### src/rtl/snes_reader.sv
// SNES controller poller: latches the pad, clocks out 16 serial bits and presents them
// as an active-high button word with a one-cycle valid strobe.
module snes_reader #(
   parameter int LATCH_CYC = 25,
   parameter int HALF_CYC  = 6
) (
   input  logic        clk,
   input  logic        rst,
   input  logic        start,
   input  logic        snes_data_in,
   output logic        snes_latch,
   output logic        snes_clk,
   output logic [15:0] buttons,
   output logic        valid,
   output logic        busy
);

   localparam int MaxCyc = (LATCH_CYC > HALF_CYC) ? LATCH_CYC : HALF_CYC;
   localparam int CntW   = $clog2(MaxCyc);
   localparam logic [CntW-1:0] LatchLast = CntW'(LATCH_CYC - 1);
   localparam logic [CntW-1:0] HalfLast  = CntW'(HALF_CYC - 1);

   typedef enum logic [2:0] {
      StIdle,
      StLatch,
      StLow,
      StHigh,
      StDone
   } state_e;

   state_e            r_state;
   state_e            w_state_d;
   logic [CntW-1:0]   r_cnt;
   logic [CntW-1:0]   w_cnt_d;
   logic [3:0]        r_bit;
   logic [3:0]        w_bit_d;
   logic [15:0]       r_shift;
   logic [15:0]       w_shift_d;
   logic [1:0]        r_sync;
   logic [15:0]       r_buttons;
   logic              r_latch;
   logic              r_sclk;
   logic              r_valid;
   logic              r_busy;

   always_comb begin
      w_state_d = r_state;
      w_cnt_d   = r_cnt + 1'b1;
      w_bit_d   = r_bit;
      w_shift_d = r_shift;
      case (r_state)
         StIdle: begin
            w_cnt_d = '0;
            if (start) begin
               w_state_d = StLatch;
               w_shift_d = '0;
            end
         end
         StLatch: begin
            if (r_cnt == LatchLast) begin
               w_state_d = StLow;
               w_cnt_d   = '0;
               w_bit_d   = '0;
            end
         end
         StLow: begin
            // Sample at the end of the low phase so the pad has had the whole phase to settle.
            if (r_cnt == HalfLast) begin
               w_shift_d[r_bit] = ~r_sync[1];
               w_state_d        = StHigh;
               w_cnt_d          = '0;
            end
         end
         StHigh: begin
            if (r_cnt == HalfLast) begin
               w_cnt_d = '0;
               if (r_bit == 4'd15) begin
                  w_state_d = StDone;
               end else begin
                  w_bit_d   = r_bit + 4'd1;
                  w_state_d = StLow;
               end
            end
         end
         StDone: begin
            w_state_d = StIdle;
            w_cnt_d   = '0;
         end
         default: begin
            w_state_d = StIdle;
            w_cnt_d   = '0;
         end
      endcase
   end

   // Outputs are registered from the next state so the pad lines come straight off flops.
   always_ff @(posedge clk) begin
      if (rst) begin
         r_state   <= StIdle;
         r_cnt     <= '0;
         r_bit     <= '0;
         r_shift   <= '0;
         r_sync    <= '0;
         r_buttons <= '0;
         r_latch   <= 1'b0;
         r_sclk    <= 1'b1;
         r_valid   <= 1'b0;
         r_busy    <= 1'b0;
      end else begin
         r_state <= w_state_d;
         r_cnt   <= w_cnt_d;
         r_bit   <= w_bit_d;
         r_shift <= w_shift_d;
         r_sync  <= {r_sync[0], snes_data_in};
         r_latch <= (w_state_d == StLatch);
         r_sclk  <= (w_state_d != StLow);
         r_valid <= (w_state_d == StDone);
         r_busy  <= (w_state_d != StIdle);
         if (w_state_d == StDone) begin
            r_buttons <= w_shift_d;
         end
      end
   end

   assign snes_latch = r_latch;
   assign snes_clk   = r_sclk;
   assign buttons    = r_buttons;
   assign valid      = r_valid;
   assign busy       = r_busy;

endmodule

### config.mk
export PLATFORM = sky130hd
export DESIGN_NAME = snes_reader
export DESIGN_NICKNAME = d
export VERILOG_FILES = /design/src/rtl/snes_reader.sv
export SDC_FILE = /design/constraint.sdc
export NUM_CORES = 1
export LEC_CHECK = 0
export ABC_AREA = 1
export BUFFER_PORTS_ARGS = -buffer_cell sky130_fd_sc_hd__buf_2
export CORE_MARGIN = 2
export CORE_UTILIZATION = 40
export CTS_CLUSTER_DIAMETER = 40
export DETAILED_ROUTE_END_ITERATION = 10
export HOLD_SLACK_MARGIN = 0.05
export SLEW_MARGIN = 20
export SYNTH_ARGS = -nofsm -noshare
export SYNTH_HDL_FRONTEND = slang
export SYNTH_SLANG_ARGS = --single-unit
### constraint.sdc
create_clock -name clk -period 1.6 [get_ports clk]
set_input_delay 0.08 -clock clk [delete_from_list [all_inputs] [get_ports clk]]
set_output_delay 0.08 -clock clk [all_outputs]
set_load 0.02 [all_outputs]
Yosys cells after proc, flatten, opt, wreduce, memory -nomap -nowiden:

Cells that the tools add are included.

* $add $sub $neg: 2
* $lt $le $gt $ge: 2
* equal/unequal tests: 12
* multiplexer cells: 19
* bitwise operators: 1
* reductions and logical operators: 6

Operators with widths (number)
* 16-bit two-way mux: 2
* 16-bit case mux with 2 select lines: 1
* 16-bit bitwise mux: 1
* 3-bit two-way mux: 5
* 4-bit two-way mux: 3
* 3-bit case mux with 4 select lines: 1
* 5-bit two-way mux: 2
* 5-bit case mux with 2 select lines: 1
* 4-bit case mux with 2 select lines: 1
* 3-bit by 1-bit == test with 1-bit output, second input constant: 2
* 3-bit by 2-bit == test with 1-bit output, second input constant: 2
* 2-bit != test, second input constant: 3
* 5-bit by 1-bit adder with 5-bit output, second input constant: 1
* 5-bit by 3-bit == test with 1-bit output, second input constant: 1
* 5-bit == test, second input constant: 1
* 4-bit by 5-bit < comparator with 1-bit output, second input constant: 1
* 4-bit by 1-bit adder with 4-bit output, second input constant: 1
* 1-bit demux with 4-bit select: 1
* 4-bit == test, second input constant: 1
* 4-bit by 1-bit greater-or-equal comparator with 1-bit output, second input constant: 1
* 4-bit AND reduction: 1
* 3-bit == test, second input constant: 1
* 3-bit logical NOT: 1
* 3-bit by 2-bit != test with 1-bit output, second input constant: 1
* other kinds (6): 6

* register bits after elaboration: 50
* input port bits: 4
* output and inout port bits: 20
* logic and storage cells: 52

Depth between registers and ports, before layout:

* depth in word-level cells: 7
* gate-level depth with buffers: 11
* gate-level depth less buffers: 10

Worst setup path after synthesis:

No wires, ideal clock.

* path kind: flip-flop to flip-flop
* start: register r_bit[0]
* end: register r_buttons[15], in the netlist buttons[15]
* setup time: 109 ps
* arrival time: 1397 ps
* data required time: 1491 ps
* path slack: 94 ps
* cell stages (with the launch flop): 11
* buffers on the path: 2
* clock period less this slack: 1506 ps
* cells stage by stage: dfxtp_1 -> ha_1 -> buf_4 -> inv_1 -> nor2_2 -> nand2_4 -> nor2_8 -> buf_6 -> nand3_1 -> nand2_1 -> inv_1

* cells in the longest elaborated chain, start to end: 7
* elaborated cells on any way between the ends: 13
* classes of those cells: order compare (2); eq/ne (2); mux (8); reduce/logical (1)

RTL lines
* from (decl): RTL line 35 `logic [3:0] r_bit;`
* from (signal assigned): RTL line 112 `r_bit <= w_bit_d;`
* 4-bit by 5-bit < comparator with 1-bit output (not written as such) / 4-bit by 1-bit greater-or-equal comparator with 1-bit output (equally long branches): RTL line 69 `w_shift_d[r_bit] = ~r_sync[1];`
* 1-bit logical AND (not written as such): RTL line 69
* 1-bit two-way mux (not written as such): RTL line 69
* 1-bit demux with 4-bit select: RTL line 69
* 16-bit bitwise mux: RTL line 69
* 16-bit two-way mux: RTL line 68 `if (r_cnt == HalfLast) begin`
* 16-bit case mux with 2 select lines: RTL line 51 `case (r_state)`
* to (signal assigned): RTL line 120 `r_buttons <= w_shift_d;`
* to (decl): RTL line 40 `logic [15:0] r_buttons;`

Parallel ways exist; a longest one is shown, timed or not.
A chain may end at the register's enable or synchronous reset.

Final worst setup path:

* start: register r_cnt[1]
* end: register r_buttons[15], in the netlist buttons[15]

* cells in the longest elaborated chain, start to end: 4
* elaborated cells on any way between the ends: 9
* classes of those cells: eq/ne (3); mux (6)

RTL lines
* from (decl): RTL line 33 `logic [CntW-1:0] r_cnt;`
* from (signal assigned): RTL line 111 `r_cnt <= w_cnt_d;`
* 5-bit by 3-bit == test with 1-bit output / 5-bit == test (equally long branches): RTL line 68, 75, 60
* 3-bit two-way mux, on equally long branches: RTL line 75, 60, 68
* 3-bit case mux with 4 select lines: RTL line 51
* 3-bit == test: RTL line 119 `if (w_state_d == StDone) begin`

Parallel ways exist; a longest one is shown, timed or not.

==> impl_metrics.tcl <==
set metrics [dict create \
    slew_headroom_pct 75.9 \
    nFillCells 692 \
    p_sw_uw 549 \
    grt_pass1_vias 2241 \
    setup_violations 0 \
    path_class "flop to flop" \
    antenna_found_initial 0 \
    gp_congestion 0.834 \
    ys_warn_count 0 \
    maxCapViolCount 0 \
    combPwrFrac_pct 8.1 \
    yosys-top-cells-area "dfxtp_1 37%, nand2_1 16%, nand3_1 11%, inv_1 7.4%, o21a_1 4.4%" \
    synthSimpleGateAreaFrac_pct 37.3 \
    overflow 0 \
    first_pass_iters 4 \
    cts_tree "yes" \
    worstSetupStartpointType "flop" \
    min_period_over_period_pct 95.8 \
    final_max_slew_viol_count 0 \
    p_per_area_nw_per_um2 696 \
    row_count 30 \
    die-area_um2 7520 \
    syn_nets 409 \
    numCtsBuffers 5 \
    clock_power_share_pct 34.6 \
    die_w_um 86.7 \
    yosys.area_share.adder_pct 3.20 \
    crit_required_ns 1.81 \
    seq_power_share_pct 57.2 \
    core_um2 6720 \
    drive_above_1_share_pct 18.4 \
    clk_pin_slew_ns 0.09 \
    skew_ns 0.00887 \
    hold_viol 0 \
    async_flop_share_pct 0 \
    period_needed_ns 1.53 \
    postLayoutCoreUtil_pct 47.5 \
    initial_core_util_pct 40.7 \
    grt_use_total_pct 16.7 \
    status "complete, no violations" \
    arrival_ns 1.75 \
    worst_pin_slew_ns 0.359 \
    place_ws_ns 0.0522 \
    synth_xor_area_share_pct 0.960 \
    synth_compound_area_share_pct 8.82 \
    p_leak_uw 0.00156 \
    drt_iter0_drc 152 \
    ant_nets 0 \
    ios 24 \
    synth_edf_count 0 \
    finalPower_uw 2220 \
    worst-r2r-cell-count 10 \
    area_growth_pct 16.6 \
    grt_pass1_wl_um 10200 \
    syn_avg_cell_area_um2 6.88 \
    critPathMaxFanout 8 \
    wl_per_cell_um 12.6 \
    ys.flop_type "dfxtp_1" \
    port_buffers 23 \
    antenna_cells 0 \
    grt_setup_unrepaired "false" \
    swShare_pct 24.7 \
    setup_slack_ns 0.0672 \
    hp-class "primary input to flop" \
    synth.largest_area_cell "dfxtp_1" \
    tns_ns 0 \
    synth_mux_area_share_pct 0 \
    drc 0 \
    grt_max_degree 34 \
    dp_hpwl_um 4040 \
    root_buffer "clkbuf_8" \
    holdPathStages 4 \
    synth_area_um2 2740 \
    synth-seq-area-share_pct 36.6 \
    viasPerCell 4.86 \
    hold_slack_ns 0.170 \
    yosys_register_bits 50 \
    end_kind "flop" \
    wirelength_um 6410 \
    fmax_mhz 652 \
    cts_sinks 50 \
    syn_inst 398 \
    power.internal_uw 1670 \
    synth_top_area_share_pct 36.6 \
    peakVddDrop_mv 0.384 \
    cts_max_path_buffers 2 \
    synth_cell_types 30 \
    num_vias 2481 \
    htreeDepth 2 \
    final_nets 440 \
    synth_top_family_by_area "simple AND/OR/NAND/NOR gates" \
    die_h_um 86.7 \
    clk_latency_ns 0.30 \
]
-- worst max-delay path, stage by stage (launching register included) --
cell and delay (ns):
dfxtp_2 0.33, inv_2 0.07, ha_4 0.15, nand2_4 0.06, nor2_8 0.13, nand2_4 0.08
nor2_8 0.21, clkbuf_16 0.20, nand3_1 0.10, nand2_1 0.07, inv_1 0.03
-- power groups by stage --
stage / logic (uW) / clock network (uW) / registers [uW]
after floorplan: 109 / 0 / 1300
after global placement: 166 / 0 / 1300
after CTS: 171 / 802 / 1270
after detailed placement: 168 / 0 / 1300
final: 180 / 769 / 1270
after global routing: 202 / 839 / 1270
-- synth_stat cells, types with 4 or more instances --
| library cell | number |
|---|---|
| a21oi_1 | 19 |
| nor2_1 | 15 |
| dfxtp_1 | 50 |
| nand3_1 | 60 |
| ha_1 | 7 |
| nand4_1 | 11 |
| inv_1 | 54 |
| clkbuf_1 | 8 |
| nand2_1 | 119 |
| buf_2 | 6 |
| o21a_1 | 16 |
| buf_4 | 4 |
-- cells by family (layout without fill, tap and decap cells) --
family / Yosys count / after routing
adder cells (fa/ha/maj): 7 / 7
buffers and inverters: 80 / 112
XOR/XNOR: 3 / 3
AND/OR/NAND/NOR: 220 / 220
flip-flops: 50 / 50
AO/OA/AOI/OAI: 38 / 38
-- metal layers --
metal | track usage, % | wire length, um | up-vias
met5 | 0 | 0 | -
met4 | 4.26 | 76 | 0
met3 | 3.14 | 294 | 7
met2 | 28.7 | 3040 | 40
met1 | 21.5 | 3000 | 1122
li1 | - | - | 1312
-- cell type report --
cell class              instances  area [um^2]  share of cell area (%)
multi-input cells             268         1410                    44.2
flip-flops and latches         50         1010                    31.7
repair buffers                 46          359                    11.3
inverters                      58          218                    6.82
well taps                      80          100                    3.14
clock buffers                   7         86.3                    2.70
clock inverters                 1         5.00                   0.157
-- sequential cells by signal, summed over array words and instances, names as in the netlist, 2 cells and up --
name and flops:
buttons 16, r_state 3, r_bit 4, r_sync 2, r_shift 16, r_cnt 5
-- repair_timing --
action,4_1_cts,5_1_grt
gates resized for setup,0,17
setup endpoints to repair,0,32
setup buffers,0,2
endpoints found under the hold margin,1,0
hold buffers,1,0
-- path summary, 6_finish.rpt --
check | start | to | slack [ns]
max | r_cnt[1]$_SDFF_PP0_ | buttons[15]$_SDFFE_PP0N_ | 0.07
min | start | snes_clk$_SDFF_PP1_ | 0.17
max reg2reg | r_cnt[1]$_SDFF_PP0_ | buttons[15]$_SDFFE_PP0N_ | 0.07
min reg2reg | r_sync[0]$_SDFF_PP0_ | r_sync[1]$_SDFF_PP0_ | 0.41
-- per-stage QoR --
stage | area, um^2 | std cells
floorplan | 2740 | 398
global placement | 2940 | 495
global route | 3190 | 510
detailed placement | 2940 | 495
finish | 3190 | 510
CTS | 3040 | 504
-- cell usage in the layout, fill, tap and decap left out, types with 2 or more instances in the layout --
cell type,synthesis,final
clkbuf_16,0,3
o21a_1,16,16
inv_1,54,52
dfxtp_4,0,2
nand4_1,11,11
inv_2,2,4
nor2_1,15,15
nand2_4,2,2
clkinv_1,2,2
nand2_1,119,119
buf_4,4,17
clkbuf_8,0,6
ha_1,7,2
nand2_2,2,2
nor2_8,2,2
xor2_1,2,2
o21ai_0,2,2
ha_2,0,4
nand3_1,60,60
dfxtp_2,0,3
buf_2,6,23
dfxtp_1,50,45
a21oi_1,19,19
nor2_4,2,3
(Power assumes the default switching activity.)
